File: src/rtl/pu_rmw_sched.sv
// Shared-RAM access scheduler: independent round-robin read and write arbiters plus a
// three-stage address lock that serialises atomic read-modify-write against other traffic.
module pu_rmw_sched #(
    parameter int NUM_REQ    = 8,
    parameter int ADDR_NBITS = 12,
    parameter int ID_NBITS   = 3
) (
    input  logic                          clk,
    input  logic                          rstn,
    input  logic [NUM_REQ-1:0]            req,
    input  logic [NUM_REQ-1:0]            req_wr,
    input  logic [NUM_REQ-1:0]            req_atomic,
    input  logic [NUM_REQ*ADDR_NBITS-1:0] req_addr,
    output logic [NUM_REQ-1:0]            gnt,
    output logic                          rd_en,
    output logic [ADDR_NBITS-1:0]         rd_addr,
    output logic [ID_NBITS-1:0]           rd_sel,
    output logic                          wr_en,
    output logic [ADDR_NBITS-1:0]         wr_addr,
    output logic [ID_NBITS-1:0]           wr_sel,
    output logic                          wr_wb
);

    logic [ADDR_NBITS-1:0] addr_a [NUM_REQ];

    logic [NUM_REQ-1:0]    gnt_q,     gnt_d;
    logic [ID_NBITS-1:0]   rd_ptr_q,  rd_ptr_d;
    logic [ID_NBITS-1:0]   wr_ptr_q,  wr_ptr_d;
    logic                  s1_vld_q,  s1_vld_d;
    logic [ADDR_NBITS-1:0] s1_addr_q, s1_addr_d;
    logic [ID_NBITS-1:0]   s1_id_q,   s1_id_d;
    logic                  s2_vld_q,  s2_vld_d;
    logic [ADDR_NBITS-1:0] s2_addr_q, s2_addr_d;
    logic [ID_NBITS-1:0]   s2_id_q,   s2_id_d;

    logic [NUM_REQ-1:0]    rd_elig;
    logic [NUM_REQ-1:0]    wr_elig;
    logic                  rd_found;
    logic [ID_NBITS-1:0]   rd_win;
    logic                  wr_found;
    logic [ID_NBITS-1:0]   wr_win;
    logic                  s0_vld;
    logic [ADDR_NBITS-1:0] s0_addr;

    // NUM_REQ is a power of two, so pointer arithmetic wraps naturally in ID_NBITS bits.
    function automatic logic [ID_NBITS:0] rr_pick(input logic [NUM_REQ-1:0] elig,
                                                  input logic [ID_NBITS-1:0] ptr);
        logic                found;
        logic [ID_NBITS-1:0] win;
        logic [ID_NBITS-1:0] idx;
        found = 1'b0;
        win   = '0;
        idx   = '0;
        for (int k = 0; k < NUM_REQ; k++) begin
            idx = ptr + ID_NBITS'(k);
            if (!found && elig[idx]) begin
                found = 1'b1;
                win   = idx;
            end
        end
        return {found, win};
    endfunction

    always_comb begin
        for (int i = 0; i < NUM_REQ; i++) begin
            addr_a[i] = req_addr[i*ADDR_NBITS +: ADDR_NBITS];
        end
    end

    // The current-cycle atomic (S0) needs no read-side check: the read arbiter grants one per cycle.
    always_comb begin
        rd_elig = '0;
        for (int i = 0; i < NUM_REQ; i++) begin
            rd_elig[i] = rstn && req[i] && (req_atomic[i] || !req_wr[i])
                         && !(s1_vld_q && (addr_a[i] == s1_addr_q));
        end
    end

    always_comb begin
        {rd_found, rd_win} = rr_pick(rd_elig, rd_ptr_q);
    end

    assign s0_vld  = rd_found && req_atomic[rd_win];
    assign s0_addr = addr_a[rd_win];

    // A valid S2 owns the write port, which freezes the whole write arbiter.
    always_comb begin
        wr_elig = '0;
        for (int i = 0; i < NUM_REQ; i++) begin
            wr_elig[i] = rstn && !s2_vld_q && req[i] && !req_atomic[i] && req_wr[i]
                         && !(s0_vld && (addr_a[i] == s0_addr))
                         && !(s1_vld_q && (addr_a[i] == s1_addr_q));
        end
    end

    always_comb begin
        {wr_found, wr_win} = rr_pick(wr_elig, wr_ptr_q);
    end

    always_comb begin
        rd_en   = rd_found;
        rd_addr = rd_found ? addr_a[rd_win] : '0;
        rd_sel  = rd_found ? rd_win : '0;
        wr_en   = 1'b0;
        wr_wb   = 1'b0;
        wr_addr = '0;
        wr_sel  = '0;
        if (s2_vld_q) begin
            wr_en   = 1'b1;
            wr_wb   = 1'b1;
            wr_addr = s2_addr_q;
            wr_sel  = s2_id_q;
        end else if (wr_found) begin
            wr_en   = 1'b1;
            wr_addr = addr_a[wr_win];
            wr_sel  = wr_win;
        end
    end

    assign gnt = gnt_q;

    always_comb begin
        gnt_d = '0;
        if (rd_found) begin
            gnt_d[rd_win] = 1'b1;
        end
        if (wr_found) begin
            gnt_d[wr_win] = 1'b1;
        end
        rd_ptr_d  = rd_found ? rd_win + 1'b1 : rd_ptr_q;
        wr_ptr_d  = wr_found ? wr_win + 1'b1 : wr_ptr_q;
        s1_vld_d  = s0_vld;
        s1_addr_d = s0_vld ? s0_addr : '0;
        s1_id_d   = s0_vld ? rd_win  : '0;
        s2_vld_d  = s1_vld_q;
        s2_addr_d = s1_addr_q;
        s2_id_d   = s1_id_q;
    end

    always_ff @(posedge clk or negedge rstn) begin
        if (!rstn) begin
            gnt_q     <= '0;
            rd_ptr_q  <= '0;
            wr_ptr_q  <= '0;
            s1_vld_q  <= 1'b0;
            s1_addr_q <= '0;
            s1_id_q   <= '0;
            s2_vld_q  <= 1'b0;
            s2_addr_q <= '0;
            s2_id_q   <= '0;
        end else begin
            gnt_q     <= gnt_d;
            rd_ptr_q  <= rd_ptr_d;
            wr_ptr_q  <= wr_ptr_d;
            s1_vld_q  <= s1_vld_d;
            s1_addr_q <= s1_addr_d;
            s1_id_q   <= s1_id_d;
            s2_vld_q  <= s2_vld_d;
            s2_addr_q <= s2_addr_d;
            s2_id_q   <= s2_id_d;
        end
    end

endmodule

File: config.mk
export PLATFORM = sky130hd
export DESIGN_NAME = pu_rmw_sched
export DESIGN_NICKNAME = d
export VERILOG_FILES = /design/src/rtl/pu_rmw_sched.sv
export SDC_FILE = /design/constraint.sdc
export NUM_CORES = 1
export LEC_CHECK = 0
export ABC_AREA = 1
export BUFFER_PORTS_ARGS = -buffer_cell sky130_fd_sc_hd__buf_2
export CORE_MARGIN = 5
export CORE_UTILIZATION = 24
export CTS_CLUSTER_DIAMETER = 30
export DETAILED_ROUTE_END_ITERATION = 8
export GPL_TIMING_DRIVEN = 1
export PLACE_DENSITY = 0.39
export SYNTH_ARGS = -nofsm -noshare
export SYNTH_HDL_FRONTEND = slang
export SYNTH_SLANG_ARGS = --single-unit
File: constraint.sdc
create_clock -name clk -period 7.3 [get_ports clk]
set_input_delay 0.365 -clock clk [delete_from_list [all_inputs] [get_ports clk]]
set_output_delay 0.365 -clock clk [all_outputs]
set_load 0.01 [all_outputs]
### Word level (Yosys, flattened, before mapping)

Cells that the tools add are included.

* memories kept: 0
* output and inout bits: 41
* bits of input ports: 122
* word-level logic and storage cells: 308
* flip-flop bits (word level): 46
* ROM bits: 0
* latch bits: 0
* bits in writable memories: 0

* shifts and indexed selects: 0
* divide/modulo/power cells: 0
* add/subtract/negate cells: 16
* bitwise gates (word level): 3
* magnitude comparators: 22
* reductions and logical operators: 153
* equal/unequal tests: 16
* multiplexer cells: 89
* multiply operators: 0

Operator list (number)
* 12-bit == test: 16
* 1-bit logical AND: 98
* 12-bit 2-to-1 mux: 8
* 12-bit binary-select mux with 3-bit select: 2
* 3-bit by 4-bit less-than comparator with 1-bit output (second input constant): 18
* 3-bit 2-to-1 mux: 20
* 1-bit binary-select mux with 3-bit select: 17
* 1-bit zero test: 47
* 1-bit 2-to-1 mux: 38
* 3-bit adder (second input constant): 8
* 8-bit 2-to-1 mux: 2
* 3-bit by 1-bit adder with 3-bit output (second input constant): 4
* 3-bit by 2-bit adder with 3-bit output (second input constant): 4
* 4-bit >= comparator (second input constant): 2
* 1-bit logical OR: 8
* 3-bit inverter with 4-bit output: 2
* 8-bit bitwise OR: 1
* 1-bit demux with 3-bit select: 2
* 3-bit by 1-bit >= comparator with 1-bit output (second input constant): 2

### Depth between registers and ports, before layout

Gate-level depths: netlist (run 1).

* word-level depth: 67
* depth in mapped cells: 53
* depth with buffers taken out: 50

### Least setup slack after synthesis (run 1)

Ideal clock, no wire load.

* kind: flip-flop to output port
* from: reg rd_ptr_q[0]
* to: out wr_addr[3]
* data arrival time: 5.121 ns
* required time: 6.935 ns
* setup slack: 1.814 ns
* path buffers: 6
* cell stages (with the launch flop): 43
* path through: dfrtp_1 > buf_2 > inv_1 > buf_2 > ha_1 > inv_1 > nand3_1 > nand3_1 > nand2_2 > nor2_4 > nand4_4 > nor2_4 > nand3_4 > nand2_2 > nor2_2 > nor2_4 > nor2_2 > buf_6 > (+7 left out) > nand2_1 > nand3_1 > nand3_1 > nand3_2 > nand2_2 > nor2_4 > nand4_4 > nor2_4 > nand2_1 > nand3b_4 > nand2_4 > buf_6 > buf_6 > nand2_1 > nand2_1 > nand2_1 > nand3_1 > o21ai_1

* cells in the longest elaborated chain, start to end: 63
* elaborated cells on any way between the ends: 152
* classes of those cells: 7 x add/sub; 8 x eq/ne; 74 x mux; 2 x bitwise; 61 x reduce/logical

Ends and longest elaborated chain
* start: declaration: line 27 `logic [ID_NBITS-1:0] rd_ptr_q, rd_ptr_d;`
* start signal: assignment: line 153 `rd_ptr_q <= rd_ptr_d;`
* branches (longest 61 deep; another with 3-bit by 1-bit adder with 3-bit output)
* 12-bit 2-to-1 mux *: line 113 `end else if (wr_found) begin`
* 12-bit 2-to-1 mux *: line 108 `if (s2_vld_q) begin`
* end: declaration: line 19 `output logic [ADDR_NBITS-1:0] wr_addr,`

Mark *: on every way between the ends. The select of a mux whose other input is x is not followed.

### Worst setup path in the final report (run 1)

* from: reg s1_addr_q[10]
* to: out wr_addr[3]

* cells in the longest elaborated chain, start to end: 67
* elaborated cells on any way between the ends: 177
* classes of those cells: 16 x eq/ne; 74 x mux; 2 x bitwise; 85 x reduce/logical

Ends and longest elaborated chain
* start: declaration: line 30 `logic [ADDR_NBITS-1:0] s1_addr_q, s1_addr_d;`
* start signal: assignment: line 156 `s1_addr_q <= s1_addr_d;`
* 12-bit == test: line 75, 92
* 1-bit logical AND: line 75, 92
* 1-bit zero test: line 75, 92
* 1-bit logical AND: line 75 `&& !(s1_vld_q && (addr_a[i] == s1_addr_q));`
* 1-bit binary-select mux with 3-bit select: line 56 `if (!found && elig[idx]) begin`
* 1-bit 2-to-1 mux (implied by the code): line 56
* 1-bit 2-to-1 mux: line 56
* 1-bit zero test: line 56
* (+50 left out)
* 1-bit zero test: line 56
* 1-bit logical AND: line 56
* 3-bit 2-to-1 mux: line 56
* 3-bit inverter with 4-bit output (implied by the code): line 115 `wr_addr = addr_a[wr_win];`
* 12-bit binary-select mux with 3-bit select: line 115
* 12-bit 2-to-1 mux (implied by the code) (2 in series): line 115
* 12-bit 2-to-1 mux *: line 113
* 12-bit 2-to-1 mux *: line 108

Every way passes the cells marked *; elsewhere a longest branch is shown, timed or not. The select of a mux whose other input is x is not followed.

==> impl.org, run 1 <==
** Outcome
- The flow ran to the end, and the final reports show no timing, DRC or antenna violations.

** Die
- The initial utilization of the core area, before any placement, comes to 24.44%.
- Height of the die :: 203.5 um
- In this run the core area contains 70 standard-cell rows.
- 163 I/O pins were placed.
- Area of the core :: 0.03679 mm^2
- Area of the die :: just over 0.04 mm^2
- DIE WIDTH :: 203.5 um

** Timing
- In this run the tightest slew margin relative to its limit is about half.
- Static timing analysis puts the maximum clock frequency at between 100 and 150 MHz.
- Final worst-path cycle share :: 96.10%
- Setup Viol. Count Final :: 0
- The number of failing hold endpoints at the final stage was 0.
- Final period demand of the worst path :: 7.015 ns
- Actual slew at the worst max-slew pin :: approximately 0.73 ns
- The final count of pins violating max slew is 0.
- On the final layout, the worst clock skew is 0.02234 ns.

** Hold path
- Hold Crit Endpoint :: s2_id_q[0]
- The worst hold path passes through 0 cells.
- Class of the most critical hold timing path :: reg -> reg
- Beginning of the worst hold path :: s1_id_q[0]

** Synthesis
- Each instance of the synthesized netlist takes up on average ~5.0 um^2.
- Count of different cell masters after synthesis :: 40
- Post-synthesis sequential area ratio :: 12.81%
- The number of nets in the synthesized netlist is 1908.
- Count of flip-flops with a built-in enable after synthesis :: 0
- After synthesis, the largest area contributor takes up 34.79% of total cell area.
- Total of flip-flops plus latches after synthesis :: 46
- Post-synthesis instance area :: 0.008989 mm^2
- By area the synthesized netlist is led by nand2_1 (35%), dfrtp_1 (13%), nand3_1 (10%).
- Of all cell types, the one taking the most synthesized area is nand2_1.
- During synthesis, Yosys emitted a total of 0 warnings.
- Cells after synthesis :: 1780
- The most used flip-flop cell after synthesis is dfrtp_1.
- Ys async rst share :: 100.0%

** Finish
- Relative area change from synthesis to final layout :: 47.45%
- Fillers :: 4264
- In the final design database the tool counted 2223 nets.
- The finished layout holds about 2600 standard cells, fillers aside.
- Number of antenna diodes :: 0
- Share of final-layout standard cells stronger than drive strength 1 :: 33.02%

** Worst setup path
- By startpoint and endpoint, the worst setup path is classified as reg -> out.
- Worst-path cell with the longest stage delay :: dfrtp_2
- The worst register-to-register path begins at s1_addr_q[10].
- The most critical setup path has its startpoint at s1_addr_q[10].
- STA classifies the critical path startpoint as a flip-flop.
- Largest fanout on the critical path :: 9
- STA puts the critical path data required time at ~7 ns.
- Reg-to-Reg End :: wr_ptr_q[2]
- Broken down by cell family, the worst path's largest delay share belongs to simple AND/OR/NAND/NOR gates.
- In this run the number of cells on the critical path is 49.
- Data arrival at the endpoint of the critical path :: 6.65 ns
- In this design, the stage delay of the slowest critical-path cell is 0.46 ns.
- CP endpoint kind :: output pin
- Across all register-to-register paths, the minimum setup slack is 0.87 ns.
- Depth of the most critical reg-to-reg path :: 47
- Buf+Inv Stages, Crit Path :: 8

** Clocking
- For the worst-skew pair, the clock arrives at the later sink with an insertion delay of 0.36 ns.
- After clock tree synthesis, the clock-pin slew on the worst setup and hold paths is 0.07 ns.
- Clock tree synthesis selected as its root buffer the cell clkbuf_16.
- The tree built by TritonCTS fans out to 46 sinks.
- Number of buffers added by the clock tree synthesis step :: 5
- Total number of H-tree levels :: 2
- Clock tree from TritonCTS :: yes
- The clock passes through at most 2 buffers.

** Route
- The detailed router placed 12470 vias in this run.
- Detailed-route wire length :: 54960 um
- Via count normalized by instance count :: between 4 and 5
- The count of nets left with antenna violations once routing finished came out at 0.
- For this run, design rule violations remaining after detail routing come to 0.
- In the final routed layout, each cell accounts on average for 21.43 um.
- Before antenna repair, the detailed router went through 6 iterations.
- The detailed router finished its first iteration with 1256 violations.

** Placed design
- Detailed-placement wirelength estimate :: 42300 um
- Number of placed instances with taps included :: 2497
- GP Congestion :: 0.9768
- During placement, the flow inserted port buffers numbering ~160.

** Global route
- Vias in the first global route :: approximately 12000
- The initial antenna violation count is 1.
- Total gr overflow :: 0
- The first global-routing pass estimated 75850 um of wire.
- Entering global routing, the biggest net connects 48 pins.
- Global-route total usage across every layer :: around a quarter

** Job
- Max-cap violations in this run came to 0.
[per-stage QoR]
| stage | setup slack [ns] | area, um^2 | utilization, % | hold slack (ns) | setup TNS (ns) |
|---|---|---|---|---|---|
| after detailed placement | -0.2691 | 11320 | 30.77 | 0.2388 | -2.266 |
| after floorplan | 1.814 | 8989 | - | 0.06941 | 0 |
| after global placement | -0.2363 | 11320 | 30.77 | 0.2445 | -2.145 |
| after CTS | 0.0001452 | 11630 | 31.61 | 0.3538 | 0 |
| after global routing | -0.04714 | 13250 | 36.03 | 0.3575 | -0.1650 |
| final | 0.2846 | 13250 | 36.03 | 0.3526 | 0 |
[timing repair]
action / CTS / global route
buffers inserted: 10 / 41
setup endpoints to repair: 13 / 18
endpoints found under the hold margin: 3 / 0
hold buffers: 1 / 0
gates resized for setup: 16 / 277
pin swaps: 3 / 105
cloned: 0 / 9
[layout make-up]
cell class / instances / area, um^2 / share of cell area (%)
Clock buffer: 5 / 125.1 / 0.9440
Clock inverter: 3 / 21.27 / 0.1605
Inverter: 193 / 738.2 / 5.570
Multi-Input combinational cell: 1476 / 7736 / 58.37
Sequential cell: 46 / 1165 / 8.789
Tap cell: 468 / 585.6 / 4.418
Timing Repair Buffer: 372 / 2875 / 21.69
Timing Repair inverter: 1 / 7.507 / 0.05664
[kinds of logic after synthesis]
group / count (synthesis) / share of synthesized area [%]
AOI/OAI and AO/OA: 128 / 7.934
and+or+nand+nor: 1313 / 62.56
xor gates and xnor gates: 28 / 2.728
adders and majority gates: 6 / 0.8352
DFF: 46 / 12.81
buffers and inverters: 259 / 13.14
[layer usage]
layer	share of wire [%]	vias to the layer above	global-route usage [%]
met5	0.025	-	0
met4	2.5	2	7.107
met3	7.1	65	5.104
met2	44	455	37.74
met1	46	5806	34.84
li1	-	6141	-
[cells in the mapped netlist (all sizes together) (6+ instances only)]
cell type / instances
a21oi: 12
buf: 60
clkbuf: 6
dfrtp: 46
ha: 6
inv: 191
nand2: 855
nand3: 195
nand4: 15
nor2: 235
nor3: 8
o21ai: 102
o22ai: 7
xnor2: 8
xor2: 20
[cell usage in the layout (no fill, tap or decap), drive strengths merged]
cell         instances
clkinvlp             3
dlygate4sd3          1
o21ai              102
o32ai                1
clkinv               4
o22ai                7
or2                  1
nor2               235
nand3              195
clkbuf              13
nand3b               4
nand2              856
o211ai               4
xnor2                8
ha                   6
inv                190
nand4               15
xor2                20
o21bai               2
a21oi               12
buf                363
dfrtp               46
nor3                 8
[how the worst max path moves through the flow]
| stage | end | slack (ns) |
|---|---|---|
| final | wr_addr[3] | 0.28 |
| after global routing | wr_addr[1] | -0.05 |
| after CTS | wr_addr[5] | 0.0001 |
| after detailed placement | wr_addr[11] | -0.27 |
| after global placement | wr_addr[5] | -0.24 |
| after floorplan | wr_addr[3] | 1.81 |
[sequential cells by signal (all words and copies together), names as in the netlist]
register / cells
wr_ptr_q: 3
s1_addr_q: 12
s2_addr_q: 12
s2_vld_q: 1
s2_id_q: 3
gnt: 8
s1_vld_q: 1
rd_ptr_q: 3
s1_id_q: 3
Power of run 1 is left out: the tool's default activity adds up to more than one toggle a clock period on the data nets, which glitch-free logic cannot reach.
==> run 2, diff against run 1 <==
--- a/config.mk
+++ b/config.mk
@@ -6,13 +6,14 @@
 export NUM_CORES = 1
 export LEC_CHECK = 0
 export ABC_AREA = 1
-export BUFFER_PORTS_ARGS = -buffer_cell sky130_fd_sc_hd__buf_2
+export CAP_MARGIN = 20
 export CORE_MARGIN = 5
 export CORE_UTILIZATION = 24
 export CTS_CLUSTER_DIAMETER = 30
 export DETAILED_ROUTE_END_ITERATION = 8
+export DONT_BUFFER_PORTS = 1
 export GPL_TIMING_DRIVEN = 1
-export PLACE_DENSITY = 0.39
+export PLACE_DENSITY = 0.35
 export SYNTH_ARGS = -nofsm -noshare
 export SYNTH_HDL_FRONTEND = slang
 export SYNTH_SLANG_ARGS = --single-unit
==> run 2 against run 1 <==
Global-route usage is 0.087 points lower. Sequential cell count unchanged. Register-to-register slack got worse by 0.08 ns. Critical path depth rose by 2. Maximum frequency decreased by 0.28%. Count of clock-buffer cells in the layout is the same. Clock skew shrank 0.0027 ns. Routed wire length is 0.45% higher. Worst hold slack about the same. Non-clock buffer count shrank 84. Die area unchanged. Critical path type unchanged. Critical endpoint is now wr_addr[6]. Highest routed layer is now met4.
==> impl.org, run 2 (same netlist as run 1, synthesis figures left out) <==
** Route
- Via count normalized by instance count :: 4.965
- 1st-iter DRT viols :: between 1000 and 1500
- Detailed-route wire length :: 55200 um
- # DRC :: 0
- Summing over every cut layer, the via total after detailed routing is 12320.
- Dividing the detail-routed wire length by the instance count gives 22.25 um.
- Detailed-routing iteration count for the pre-antenna-repair pass :: 5
- In this run the remaining antenna-violating nets after routing total 0.

** Die
- DIE WIDTH :: just over 200 um
- The die covers 0.04142 mm^2.
- Once the floorplan was initialized, standard cells occupied 24.44% of the core.
- Number of core rows :: 70
- Height of the die :: approximately 200 um
- 163 I/O pins were placed.
- In this run the standard cell core region covers 0.03679 mm^2.

** Timing
- In the post-route analysis, the smallest setup slack over all paths is 0.2651 ns.
- Hold timing on the final database bottoms out at a slack of 0.3527 ns.
- At the pin with the least slew margin, the transition time is 0.6370 ns.
- Headroom to the max-slew limit came out at a little under three fifths.
- The final count of pins violating max slew came to 0.
- Setup violations remaining at the end of the flow were counted as 0.
- Setup repair after global routing missed its margin :: yes
- Final worst-path cycle share :: a little over nine tenths
- Hold Fails Final Rpt :: 0
- Derived from the worst setup path, the maximum achievable clock frequency is around 140 MHz.
- Final period demand of the worst path :: between 7 and 8 ns
- Across the routed clock network, the largest skew measured is 0.01968 ns.
- Setup_tns :: 0 ns

** Clocking
- After clock tree synthesis, the clock-pin slew on the worst setup and hold paths is 0.09 ns.
- The H-tree was split into 2 levels.
- Clock latency on the worst-skew pair :: 0.35 ns
- Clock root buffer :: clkbuf_16
- Clock tree from TritonCTS :: yes
- Clock sink count :: between 40 and 50
- Number of buffers between clock root and the deepest sink :: 2
- In this run, CTS created clock tree buffers numbering 5.

** Global route
- The first global-routing pass estimated 75110 um of wire.
- For this run, the total global-route usage over all layers was measured as 24.50%.
- Summed over all layers, the global routing overflow is 0.
- Vias in the first global route :: 11170
- Entering global routing, the biggest net connects 47 pins.
- The initial antenna violation count was 1.

** Worst setup path
- On the critical path, the stage with the largest delay is an instance of dfrtp_1.
- Top Family by Delay on Critical Path :: simple AND/OR/NAND/NOR gates
- In this run the worst path has a maximum fanout of 10.
- Reg-to-reg setup timing slack :: just under 0.8 ns
- In this run the critical register-to-register path is captured at wr_ptr_q[2].
- STA classifies the critical path startpoint as a flip-flop.
- The critical path is of the reg -> out type.
- CP most frequent cell :: nand2_1
- Depth of the most critical reg-to-reg path :: 50
- Data on the critical path arrives at its endpoint at 6.67 ns.
- CP endpoint kind :: output pin
- Buf+Inv Stages, Crit Path :: 14
- On the worst path, the slowest cell contributes a delay of ~0.38 ns.
- RR Startpoint :: s1_vld_q
- Data on the critical path is required at its endpoint by a little under 7 ns.

** Finish
- Share of final-layout standard cells stronger than drive strength 1 :: between 20% and 30%
- Commonest non-fill, non-tap cell in the layout :: nand2_1
- Seq. cell area :: between 0.001 and 0.0015 mm^2
- Compared with the post-synthesis result, the final layout area differs by 43.17%.
- After filler insertion, the fill cell instance count of the layout stands at 4262.
- Total area of multi-input combinational cells :: between 0.007 and 0.008 mm^2
- In the layout the commonest cells are nand2_1 (777), buf_4 (238), nor2_1 (161).
- The final layout contains around 2100 nets.

** Placed design
- Post-placement setup slack :: -0.1518 ns
- Buffers added on ports :: 0
- Detailed-placement wirelength estimate :: 41310 um
- GP Congestion :: around 0.99

** Hold path
- For hold timing, the worst endpoint is s2_id_q[0].
- The worst hold path passes through 0 cells.
- Class of the most critical hold timing path :: reg -> reg
- Beginning of the worst hold path :: s1_id_q[0]

** Outcome
- The run finished with clean final reports.

** Job
- Across the run, the number of max-cap violations was 0.
[run 2: changes by cell type in the layout (fill, tap and decap cells not counted), sizes merged]
cell	change
buf	-84
nor2	+2
clkinv	-1
nand2	-1
clkinvlp	-2
diode	+1
inv	+2
[run 2: metrics by stage]
step	instance area, um^2	std cells	util [%]
2_1_floorplan	8989	1780	-
3_3_place_gp	11030	2411	29.98
3_5_place_dp	11040	2412	30.02
4_1_cts	11390	2430	30.96
5_1_grt	12870	2481	34.98
6_report	12870	2481	34.98
[run 2: worst register-to-register path: cells and delay by family, from the launching register on]
family	cells	cell delay (ns)
AO/OA/AOI/OAI	3	0.28
adder cells (fa/ha/maj)	1	0.19
XOR/XNOR	1	0.21
buffers and inverters	14	1.77
flip-flops	1	0.38
AND/OR/NAND/NOR	31	3.56
[run 2: timing repair]
action,in CTS,in global routing
cloned,1,11
pin swaps,3,85
endpoints found under the setup margin,15,17
hold buffers,2,0
endpoints found under the hold margin,46,0
buffers inserted,7,42
gates resized for setup,21,218
[run 2: cell type report]
type / count / area share (%)
Inverter: 193 / 5.727
Sequential cell: 46 / 9.023
Tap cell: 468 / 4.550
Multi-Input combinational cell: 1477 / 58.56
Clock inverter: 3 / 0.1945
Clock buffer: 5 / 0.9723
Timing Repair Buffer: 288 / 20.95
Antenna cell: 1 / 0.01945
[run 2: metal layers]
| layer | routed length [um] | GRT usage [%] |
|---|---|---|
| met2 | 24390 | 38.22 |
| met1 | 24650 | 34.57 |
| met4 | 1556 | 6.047 |
| met3 | 4606 | 5.168 |
| met5 | 0 | 0 |
[run 2: worst max-delay path by stage]
stage	start	slack, ns	endpoint	depth (start not counted)
after floorplan	rd_ptr_q[0]	1.81	wr_addr[3]	42
after global placement	s1_addr_q[8]	-0.36	wr_addr[6]	47
after detailed placement	s1_addr_q[8]	-0.15	wr_addr[4]	44
after CTS	s1_addr_q[6]	0.01	wr_addr[9]	51
after global routing	s1_addr_q[8]	-0.06	wr_addr[2]	49
final	s1_vld_q	0.27	wr_addr[6]	51
Power of run 2 is left out for the same reason.
